### config.mk
export PLATFORM = sky130hd
export DESIGN_NAME = gray_codec_pipe
export DESIGN_NICKNAME = d
export VERILOG_FILES = /design/src/rtl/gray_codec_pkg.sv /design/src/rtl/gray_codec_stage.sv /design/src/rtl/gray_codec_pipe.sv
export SDC_FILE = /design/constraint.sdc
export NUM_CORES = 1
export LEC_CHECK = 0
export CORE_MARGIN = 4
export CORE_UTILIZATION = 48
export DETAILED_ROUTE_END_ITERATION = 7
export PLACE_DENSITY = 0.77
export SLEW_MARGIN = 25
export SYNTH_ARGS = -nofsm -noshare
export SYNTH_HDL_FRONTEND = slang
export SYNTH_SLANG_ARGS = --single-unit
### constraint.sdc
create_clock -name clk -period 1.9 [get_ports clk]
set_input_delay 0.19 -clock clk [delete_from_list [all_inputs] [get_ports clk]]
set_output_delay 0.19 -clock clk [all_outputs]
set_load 0.01 [all_outputs]
### src/rtl/gray_codec_pkg.sv
// ============================================================================
// Module   : gray_codec_pkg
// Brief    : Shared constants, slice helpers and stage header record for the
//            pipelined Gray/binary codec.
// Revision : 1.0 - initial release
// ============================================================================
`default_nettype none

package gray_codec_pkg;

    localparam logic MODE_G2B = 1'b0;
    localparam logic MODE_B2G = 1'b1;

    // Bits resolved per stage: ceil(n / stages).
    function automatic int chunk_of(input int n, input int stages);
        return (n + stages - 1) / stages;
    endfunction

    function automatic int slice_hi(input int n, input int chunk, input int idx);
        return n - 1 - idx * chunk;
    endfunction

    function automatic int slice_lo(input int n, input int chunk, input int idx);
        int lo;
        lo = n - (idx + 1) * chunk;
        return (lo < 0) ? 0 : lo;
    endfunction

    // Width-independent part of a stage record; raw/part are appended per N.
    typedef struct packed {
        logic valid;
        logic mode;
        logic err;
    } stage_hdr_t;

endpackage

`default_nettype wire

### src/rtl/gray_codec_stage.sv
// ============================================================================
// Module   : gray_codec_stage
// Brief    : One pipeline stage: resolves its slice of the gray->bin prefix
//            chain (stage 0 also does bin->gray) and registers the record.
// Revision : 1.0 - initial release
// ============================================================================
`default_nettype none

module gray_codec_stage
    import gray_codec_pkg::*;
#(
    parameter int N     = 8,
    parameter int CHUNK = 4,
    parameter int IDX   = 0
) (
    input  logic         clk,
    input  logic         rst,
    input  logic         i_adv,
    input  logic         i_valid,
    input  logic         i_mode,
    input  logic         i_err,
    input  logic [N-1:0] i_raw,
    input  logic [N-1:0] i_part,
    output logic         o_valid,
    output logic         o_mode,
    output logic         o_err,
    output logic [N-1:0] o_raw,
    output logic [N-1:0] o_part
);

    localparam int c_hi = slice_hi(N, CHUNK, IDX);

    typedef struct packed {
        stage_hdr_t     hdr;
        logic [N-1:0]   raw;
        logic [N-1:0]   part;
    } stage_rec_t;

    stage_rec_t   r_rec;
    logic [N-1:0] w_part;

    generate
        if (c_hi < 0) begin : g_pass
            assign w_part = i_part;
        end else begin : g_slice
            localparam int c_lo = slice_lo(N, CHUNK, IDX);
            logic w_carry;

            // Prefix bit handed down from the stage above (none for the MSB).
            if (c_hi == N - 1) begin : g_top
                assign w_carry = 1'b0;
            end else begin : g_mid
                assign w_carry = i_part[c_hi+1];
            end

            always_comb begin
                logic c;
                c      = w_carry;
                w_part = i_part;
                if (i_mode == MODE_B2G) begin
                    if (IDX == 0) begin
                        w_part = i_raw ^ (i_raw >> 1);
                    end
                end else begin
                    for (int i = N - 1; i >= 0; i--) begin
                        if (i <= c_hi && i >= c_lo) begin
                            c         = c ^ i_raw[i];
                            w_part[i] = c;
                        end
                    end
                end
            end
        end
    endgenerate

    always_ff @(posedge clk or posedge rst) begin
        if (rst) begin
            r_rec <= '0;
        end else if (i_adv) begin
            r_rec <= {i_valid, i_mode, i_err, i_raw, w_part};
        end
    end

    assign o_valid = r_rec.hdr.valid;
    assign o_mode  = r_rec.hdr.mode;
    assign o_err   = r_rec.hdr.err;
    assign o_raw   = r_rec.raw;
    assign o_part  = r_rec.part;

endmodule

`default_nettype wire

### src/rtl/gray_codec_pipe.sv
// ============================================================================
// Module   : gray_codec_pipe
// Brief    : Pipelined bidirectional Gray/binary converter with valid/ready
//            flow control. Define GRAY_CODEC_CHK_EN to add the out_err
//            Gray-adjacency checker.
// Revision : 1.0 - initial release
// ============================================================================
`default_nettype none

module gray_codec_pipe
    import gray_codec_pkg::*;
#(
    parameter int N      = 8,
    parameter int STAGES = 2
) (
    input  logic         clk,
    input  logic         rst,
    input  logic         in_valid,
    output logic         in_ready,
    input  logic         in_mode,
    input  logic [N-1:0] in_data,
    output logic         out_valid,
    input  logic         out_ready,
    output logic         out_mode,
    output logic [N-1:0] out_data
`ifdef GRAY_CODEC_CHK_EN
    ,
    output logic         out_err
`endif
);

    localparam int c_chunk = chunk_of(N, STAGES);

    logic                  w_adv;
    logic                  w_in_err;
    logic [STAGES:0]       w_valid;
    logic [STAGES:0]       w_mode;
    logic [STAGES:0]       w_err;
    logic [STAGES:0][N-1:0] w_raw;
    logic [STAGES:0][N-1:0] w_part;

    // Single global enable: the whole pipe moves only when the output slot frees.
    assign w_adv    = !out_valid || out_ready;
    assign in_ready = w_adv;

    assign w_valid[0] = in_valid;
    assign w_mode[0]  = in_mode;
    assign w_err[0]   = w_in_err;
    assign w_raw[0]   = in_data;
    assign w_part[0]  = '0;

    generate
        for (genvar k = 0; k < STAGES; k++) begin : g_stage
            gray_codec_stage #(
                .N     (N),
                .CHUNK (c_chunk),
                .IDX   (k)
            ) u_stage (
                .clk     (clk),
                .rst     (rst),
                .i_adv   (w_adv),
                .i_valid (w_valid[k]),
                .i_mode  (w_mode[k]),
                .i_err   (w_err[k]),
                .i_raw   (w_raw[k]),
                .i_part  (w_part[k]),
                .o_valid (w_valid[k+1]),
                .o_mode  (w_mode[k+1]),
                .o_err   (w_err[k+1]),
                .o_raw   (w_raw[k+1]),
                .o_part  (w_part[k+1])
            );
        end
    endgenerate

    assign out_valid = w_valid[STAGES];
    assign out_mode  = w_mode[STAGES];
    assign out_data  = w_part[STAGES];

`ifdef GRAY_CODEC_CHK_EN
    logic [N-1:0] r_prev;
    logic         r_have_prev;
    logic [N-1:0] w_diff;
    logic         w_take;
    logic         w_unused;

    assign w_take = in_valid && w_adv && (in_mode == MODE_G2B);
    assign w_diff = in_data ^ r_prev;
    // More than one differing bit <=> clearing the lowest set bit leaves a non-zero word.
    assign w_in_err = (in_mode == MODE_G2B) && r_have_prev &&
                      ((w_diff & (w_diff - N'(1))) != '0);

    always_ff @(posedge clk or posedge rst) begin
        if (rst) begin
            r_prev      <= '0;
            r_have_prev <= 1'b0;
        end else if (w_take) begin
            r_prev      <= in_data;
            r_have_prev <= 1'b1;
        end
    end

    assign out_err  = w_err[STAGES];
    assign w_unused = ^w_raw[STAGES];
`else
    logic w_unused;

    assign w_in_err = 1'b0;
    assign w_unused = ^{w_raw[STAGES], w_err[STAGES]};
`endif

endmodule

`default_nettype wire

# Yosys cells after proc, flatten, opt, wreduce, memory -nomap -nowiden
# Cells that the tools add are included.
[classes] reduce_logical=2 n_mux=9 n_bitwise=8
[op_table] cell="$mux 4" count=3
[op_table] cell="$xor 8x7->8" count=1
[op_table] cell="$xor 1x1->1" count=7
[op_table] cell="$mux 1" count=6
[op_table] cell="$logic_not 1->1" count=1
[op_table] cell="$logic_or 1x1->1" count=1
[word_totals] output_inout_bits=11 inputBits=13 wordCells=26 register_bits=24

# Depth between registers and ports, before layout
# Gate-level depths: netlist (run 1).
[logic_depth] ltp_word=8 ltp_mapped=5 ltp_nobuf=4

# By module
# Synthesis (run 1) repeated with hierarchy kept, for this count alone.
[unflattened] cells_unflattened=120 area_unflattened_um2=1617.8
[by_module_without_submodules] mod="gray_codec_stage at g_stage[0].u_stage" area_per_inst_um2=810.8 instances=1 cells_per_inst=62 seq_area_each_um2=450.4
[by_module_without_submodules] mod="gray_codec_stage at g_stage[1].u_stage" area_per_inst_um2=797.0 instances=1 cells_per_inst=56 seq_area_each_um2=475.5
[by_module_without_submodules] mod="gray_codec_pipe" area_per_inst_um2=10.0 instances=1 cells_per_inst=2 seq_area_each_um2=0.0

# Least setup slack after synthesis (run 1)
# No wires, ideal clock.
[synth_timing] path_kind="reg2reg" start="register g_stage[0].u_stage.r_rec, in the netlist g_stage[0].u_stage.o_part[4]" end="register g_stage[1].u_stage.r_rec, in the netlist g_stage[1].u_stage.o_part[0]" path_stages_with_launch=5 arrival_ns=1.378 slack_ns=0.401 path_buffers=0 path_cell_list="dfrtp_1 -> xnor3_2 -> xor2_1 -> o31a_1 -> a22o_1"
[synth_between] elab_chain_cells=8
[synth_lines] element="start, declared" line="gray_codec_stage.sv:39" text="stage_rec_t r_rec;"
[synth_lines] element="start signal, assigned" line="gray_codec_stage.sv:80" text="r_rec <= {i_valid, i_mode, i_err, i_raw, w_part};"
[synth_lines] element="$xor 1x1->1" line="gray_codec_stage.sv:67" text="c = c ^ i_raw[i];"
[synth_lines] element="$mux 1" line="gray_codec_stage.sv:60" text="if (i_mode == MODE_B2G) begin"
[synth_lines] element="$xor 1x1->1" line="gray_codec_stage.sv:67"
[synth_lines] element="$mux 1" line="gray_codec_stage.sv:60"
[synth_lines] element="$xor 1x1->1" line="gray_codec_stage.sv:67"
[synth_lines] element="$mux 1" line="gray_codec_stage.sv:60"
[synth_lines] element="$xor 1x1->1" line="gray_codec_stage.sv:67"
[synth_lines] element="$mux 4" line="gray_codec_stage.sv:60"
[synth_lines] element="end signal, assigned" line="gray_codec_stage.sv:80"
[synth_lines] element="end, declared" line="gray_codec_stage.sv:39"
# Every way passes these cells. The select of a mux whose other input is x is not followed.
# A chain may end at the register's enable or synchronous reset.

# Worst setup path in the final report (run 1)
[layout_timing] start="register g_stage[1].u_stage.r_rec, in the netlist g_stage[1].u_stage.o_valid" end="output in_ready"
[layout_between] elab_chain_cells=2
[layout_lines] element="$logic_not 1->1" line="gray_codec_pipe.sv:43" text="assign w_adv = !out_valid || out_ready;"
[layout_lines] element="$logic_or 1x1->1" line="gray_codec_pipe.sv:43"
[layout_lines] element="end, declared" line="gray_codec_pipe.sv:19" text="output logic in_ready,"
# Every way passes these cells.

==> results of run 1 <==
==> area by class of cell <==
class	count	area, sq um
clock buffers	4	36.3
fillers	172	662
inverters	3	11.3
multi-input cells	79	425
flip-flops and latches	24	601
well taps	27	33.8
repair buffers	26	253
==> flip-flops by register name, indices dropped and copies added, names as in the netlist <==
register and count:
g_stage.u_stage.o_part 16, g_stage.u_stage.o_mode 2, g_stage.u_stage.o_raw 4, g_stage.u_stage.o_valid 2
==> kinds of logic (layout without fill, tap and decap cells) <==
family / Yosys count / after routing / synth area share [%]
and+or+nand+nor: 50 / 50 / 18.5
DFF: 24 / 24 / 56.9
AOI/OAI and AO/OA: 15 / 15 / 8.53
xor gates and xnor gates: 12 / 12 / 11.4
buffers and inverters: 8 / 33 / 2.84
muxes: 2 / 2 / 1.90
==> Yosys cell counts, drive strengths merged <==
master,number,share of area [%]
o31a,1,0.83
nand2,40,14
clkbuf,4,1.4
a211oi,1,0.71
nor2b,2,1.2
a21oi,3,1.4
mux2i,2,1.9
xnor3,1,2.3
xor2,4,3.3
a22o,1,0.83
nor2,7,2.5
nand2b,1,0.59
dfrtp,24,57
o211ai,1,0.71
o21ai,7,3.3
o21a,1,0.71
xnor2,7,5.8
inv,3,1.1
buf,1,0.36
==> stage by stage <==
step	setup slack, ns	hold WS, ns	instance area, sq um	total power, mW	std cells
4_1_cts	0.236	0.220	1360	1.38	163
2_1_floorplan	0.401	0.205	1060	0.908	111
6_report	0.264	0.215	1360	1.36	163
5_1_grt	0.187	0.251	1360	1.46	163
3_3_place_gp	0.364	0.443	1320	1.10	159
3_5_place_dp	0.327	0.452	1320	1.12	159
==> worst min-delay path: stages <==
cell             delay (ns)
clkdlybuf4s50_1        0.40
inv_1                  0.05
buf_4                  0.28
==> metal layers <==
| metal | up-vias | global-route usage (%) |
|---|---|---|
| li1 | 400 | - |
| met4 | 0 | 7.29 |
| met3 | 2 | 2.68 |
| met2 | 15 | 30.1 |
| met1 | 382 | 17.5 |
| met5 | - | 0 |
==> power by group through the flow <==
stage | logic [mW] | clock network, mW | registers (mW)
after floorplan | 0.207 | 0 | 0.701
after global placement | 0.417 | 0 | 0.683
after detailed placement | 0.428 | 0 | 0.690
after CTS | 0.430 | 0.270 | 0.680
after global routing | 0.474 | 0.289 | 0.693
final | 0.422 | 0.259 | 0.678
==> how the worst max path moves through the flow <==
stage / startpoint / end / slack (ns) / cells past startpoint
CTS: g_stage[1].u_stage.o_valid$_DFFE_PP0P_ / in_ready / 0.24 / 3
detailed placement: g_stage[0].u_stage.o_part[4]$_DFFE_PP0P_ / g_stage[1].u_stage.o_part[0]$_DFFE_PP0P_ / 0.33 / 4
global route: g_stage[1].u_stage.o_valid$_DFFE_PP0P_ / in_ready / 0.19 / 3
global placement: out_ready / in_ready / 0.36 / 4
finish: g_stage[1].u_stage.o_valid$_DFFE_PP0P_ / in_ready / 0.26 / 3
floorplan: g_stage[0].u_stage.o_part[4]$_DFFE_PP0P_ / g_stage[1].u_stage.o_part[0]$_DFFE_PP0P_ / 0.40 / 4
==> impl_metrics.ini, run 1 <==
[power]
leakage_nw = 0.635
p_sw_uw = 395
pwr_density_cell_mw_per_mm2 = 1000
pwr-share-comb_pct = 31.0
pwr-share-clk_pct = 19.1
internal_power_uw = 965
irDropWorstVdd_v = 0.000586
switching_share_pct = 29.1
p_seq_share_pct = 49.9

[synthesis]
yosysUniqueCellTypes = 19
synth_seq_cells = 24
syn-num-nets = 124
syn-mean-instance-area_sq_um = 9.51
netlist_area_sq_mm = 0.00106
yosys_warnings = 0
yosysSeqAreaShare_pct = 56.9
synth_cells = 111

[flow_run]
maxCapViolCount = 0

[placement]
place_congestion = 0.715
io_buffers = 23
dpl.hpwl_mm = 1.43

[cts]
numCtsBuffers = 3
clk_pin_slew_ns = 0.13
clockBufferDepth = 2
cts_setup_buffers = 0
clock_latency_ns = 0.31
cts_tree = yes
cts.sinks = 24
post_cts_resized = 0
ctsHoldBuffers = 0
cts_max_level = 1
cts-root-buf = clkbuf_4

[floorplan]
io-pin-count = 24
fp.coreArea_sq_mm = 0.00202
rows = 16
die_w_um = 54.9
die_area_sq_mm = 0.00301
fp.dieH_um = 54.9
start_util_pct = 52.2

[worst_setup_path]
cp_num_buf_inv = 2
worstSetupEndpointType = output pin
crit_fanout = 2
rr_endpoint = g_stage[1].u_stage.o_part[0]$_DFFE_PP0P_
critical-path-max-stage-delay_ns = 0.53
reg2reg_from = g_stage[0].u_stage.o_part[4]$_DFFE_PP0P_
startpoint_type = flop
crit_chain = nor2b_1 > inv_1 > clkdlybuf4s50_1
rrSetupSlack_ns = 0.32
crit_slowest_cell = clkdlybuf4s50_1
worst-r2r-cell-count = 4
critPathKind = flop to output pin
cp_data_required_time_ns = 1.71
arrival_ns = 1.45
cpLargestDelayFamily = buffers and inverters

[cells_and_area]
layout_common_cells = nand2_1, dfrtp_1, clkdlybuf4s50_1
nets = 150
final_common_cell = nand2_1
synthToLayoutAreaGrowth_pct = 28.8
finalCoreUtilization_pct = 67.3
drive_gt1_share_pct = 5.88
diodes = 0

[grt]
grt_pass1_wl_mm = 3.40
grt_pass1_vias = 818
overflow = 0
grt_use_total_pct = 16.1
grt_antenna_before_repair = 0
grt_max_degree = 25

[routing]
dr_wl_met3_um = 105
drc = 0
vias = 799
drt_first_pass_iters = 4
drt_iter0_drc = 4
wl_met2_mm = 1.06
top_layer = met4
wirelength_mm = 1.95
ant_nets = 0
avgRoutedWirePerCell_um = 12.0
m1WireLength_um = 771
via_per_inst = 4.90

[timing]
finalSetupViolations = 0
hold_viol = 0
tightest_slew_ns = 0.340
min_period_ns = 1.64
max_freq_mhz = 611
tns_ns = 0
finClkSkew_ns = 0.00698
finalMaxSlewViolations = 0
slew_headroom_pct = 77.3
min_period_over_period_pct = 86.1
rsz0062_at_grt = no

[outcome]
status = finished clean

[hold_path]
hp-class = primary input to async pin
No activity file was read; power rests on OpenSTA's default activity.
==> run 2: changes to the inputs <==
--- a/config.mk
+++ b/config.mk
@@ -6,9 +6,9 @@
 export NUM_CORES = 1
 export LEC_CHECK = 0
 export CORE_MARGIN = 4
-export CORE_UTILIZATION = 48
+export CORE_UTILIZATION = 43
 export DETAILED_ROUTE_END_ITERATION = 7
-export PLACE_DENSITY = 0.77
+export PLACE_DENSITY = 0.73
 export SLEW_MARGIN = 25
 export SYNTH_ARGS = -nofsm -noshare
 export SYNTH_HDL_FRONTEND = slang
==> constraint.sdc (replaced) <==
create_clock -name clk -period 1.37 [get_ports clk]
set_input_delay 0.137 -clock clk [delete_from_list [all_inputs] [get_ports clk]]
set_output_delay 0.137 -clock clk [all_outputs]
set_load 0.01 [all_outputs]
==> run 2 against run 1 <==
Effect of this change: the run now ends with setup timing left; critical path type is now flop to flop; worst hold slack lost 0.057 ns; clock-buffer cell count fell by 1; clock power grew 14%; final cell count increased by 4.3%; global-route usage is 2.4 points lower; largest cell class unchanged.
==> impl_metrics.ini, run 2 (synthesis results as in run 1) <==
[outcome]
status = finished with violations
violations = setup timing

[cells_and_area]
layout_common_cells = nand2_1, dfrtp_1, clkdlybuf4s50_1, buf_4, dlymetal6s2s_1
finalCoreUtilization_pct = 62.7
layout.cells.non_filler = 170
final_cell_area_sq_mm = 0.00143
diodes = 0
final_common_cell = nand2_1
largest_reg_flops = 16
drive_gt1_share_pct = 12.0
synthToLayoutAreaGrowth_pct = 35.1
nets = 157

[worst_setup_path]
worst-r2r-cell-count = 4
arrival_ns = 1.72
startpoint_type = flop
rrSetupSlack_ns = -0.14
critical-path-max-stage-delay_ns = 0.45
reg2reg_from = g_stage[0].u_stage.o_raw[2]$_DFFE_PP0P_
cpLargestDelayFamily = XOR/XNOR gates
crit_fanout = 3
worstSetupEndpointType = flop
crit_chain = xnor3_2 > xor2_2 > o31a_1 > a22o_1
rr_endpoint = g_stage[1].u_stage.o_part[0]$_DFFE_PP0P_
critPathKind = flop to flop
cp_num_buf_inv = 0
crit_slowest_cell = xnor3_2
cp_data_required_time_ns = 1.58

[routing]
drt_first_pass_iters = 4
avgRoutedWirePerCell_um = 12.4
ant_nets = 0
drc = 0
vias = 816
wirelength_mm = 2.11
drt_iter0_drc = 10
via_per_inst = 4.80

[power]
pwr_density_cell_mw_per_mm2 = 1320
pwr-share-comb_pct = 34.6
p_seq_share_pct = 49.7
leakage_nw = 0.756
switching_share_pct = 30.1
finalPower_mw = 1.88
pwr-share-clk_pct = 15.7
irDropWorstVdd_v = 0.000708
internal_power_mw = 1.31
p_sw_uw = 564

[floorplan]
rows = 17
start_util_pct = 46.4
die_w_um = 57.6
io-pin-count = 24
die_area_sq_mm = 0.00331
fp.coreArea_sq_mm = 0.00228
fp.dieH_um = 57.6

[cts]
numCtsBuffers = 3
clockBufferDepth = 2
clk_pin_slew_ns = 0.12
ctsHoldBuffers = 0
cts_tree = yes
cts-root-buf = clkbuf_4
cts.sinks = 24
clock_latency_ns = 0.30
cts_max_level = 1

[timing]
whs_ns = 0.158
tightest_slew_ns = 0.381
finalSetupViolations = 2
max_freq_mhz = 662
finClkSkew_ns = 0.00129
slew_headroom_pct = 74.6
setup_ws_ns = -0.140
min_period_ns = 1.51
rsz0062_at_grt = yes
hold_viol = 0
min_period_over_period_pct = 110
tns_ns = -0.253
finalMaxSlewViolations = 0

[grt]
grt_max_degree = 25
grt_pass1_wl_mm = 3.51
grt_pass1_vias = 806
grt_use_total_pct = 13.7
overflow = 0
grt_antenna_before_repair = 0

[placement]
io_buffers = 23
dp_cells = 165
dpl.hpwl_mm = 1.46
place_congestion = 0.744
dpl_cell_area_sq_mm = 0.00136
place_ws_ns = -0.117

[hold_path]
hp-class = primary input to async pin

[flow_run]
maxCapViolCount = 0
[run 2: cell types whose count changed in the layout (fill, tap and decap cells not counted), moves of 2 or more]
cell             delta
dlymetal6s2s_1      +9
clkdlybuf4s50_1    -11
buf_4               +7
o21ai_0             -2
o21ai_1             +2
[run 2: power by group through the flow]
stage	combinational, mW	clock [mW]	sequential [mW]
final	0.649	0.294	0.933
after global routing	0.722	0.326	0.957
after floorplan	0.283	0	0.973
after CTS	0.617	0.310	0.936
after detailed placement	0.623	0	0.950
after global placement	0.608	0	0.942
[run 2: cell type report]
| type | count | area [sq um] |
|---|---|---|
| flip-flops and latches | 24 | 601 |
| repair buffers | 33 | 322 |
| fillers | 190 | 850 |
| clock buffers | 3 | 22.5 |
| inverters | 3 | 11.3 |
| well taps | 28 | 35.0 |
| multi-input cells | 79 | 435 |
[run 2: worst register-to-register path, stage by stage, from the launching register on]
cell and delay, ns:
dfrtp_1 0.37, xnor3_2 0.45, xor2_2 0.17, o31a_1 0.24, a22o_1 0.19
[run 2: how the worst max path moves through the flow]
stage / from / to / slack, ns / cells after the start
2_1_floorplan: g_stage[0].u_stage.o_raw[3]$_DFFE_PP0P_ / g_stage[1].u_stage.o_part[0]$_DFFE_PP0P_ / -0.09 / 4
3_3_place_gp: g_stage[0].u_stage.o_raw[3]$_DFFE_PP0P_ / g_stage[1].u_stage.o_part[0]$_DFFE_PP0P_ / -0.08 / 4
3_5_place_dp: g_stage[0].u_stage.o_raw[2]$_DFFE_PP0P_ / g_stage[1].u_stage.o_part[0]$_DFFE_PP0P_ / -0.12 / 4
4_1_cts: g_stage[0].u_stage.o_raw[2]$_DFFE_PP0P_ / g_stage[1].u_stage.o_part[0]$_DFFE_PP0P_ / -0.13 / 4
5_1_grt: g_stage[0].u_stage.o_raw[2]$_DFFE_PP0P_ / g_stage[1].u_stage.o_part[0]$_DFFE_PP0P_ / -0.18 / 4
6_report: g_stage[0].u_stage.o_raw[2]$_DFFE_PP0P_ / g_stage[1].u_stage.o_part[0]$_DFFE_PP0P_ / -0.14 / 4
[run 2: what timing repair did]
item | 4_1_cts | 5_1_grt
setup buffers | 0 | 2
setup endpoints to repair | 3 | 14
pin swaps | 0 | 1
endpoints found under the hold margin | 0 | 0
gates resized for setup | 3 | 14
[run 2: layer usage]
| layer | up-vias | global-route usage [%] | wire, um |
|---|---|---|---|
| li1 | 417 | - | - |
| met1 | 375 | 15.4 | 917 |
| met2 | 22 | 24.2 | 1050 |
| met3 | 2 | 2.26 | 116 |
| met4 | 0 | 7.95 | 27 |
| met5 | - | 0 | 0 |
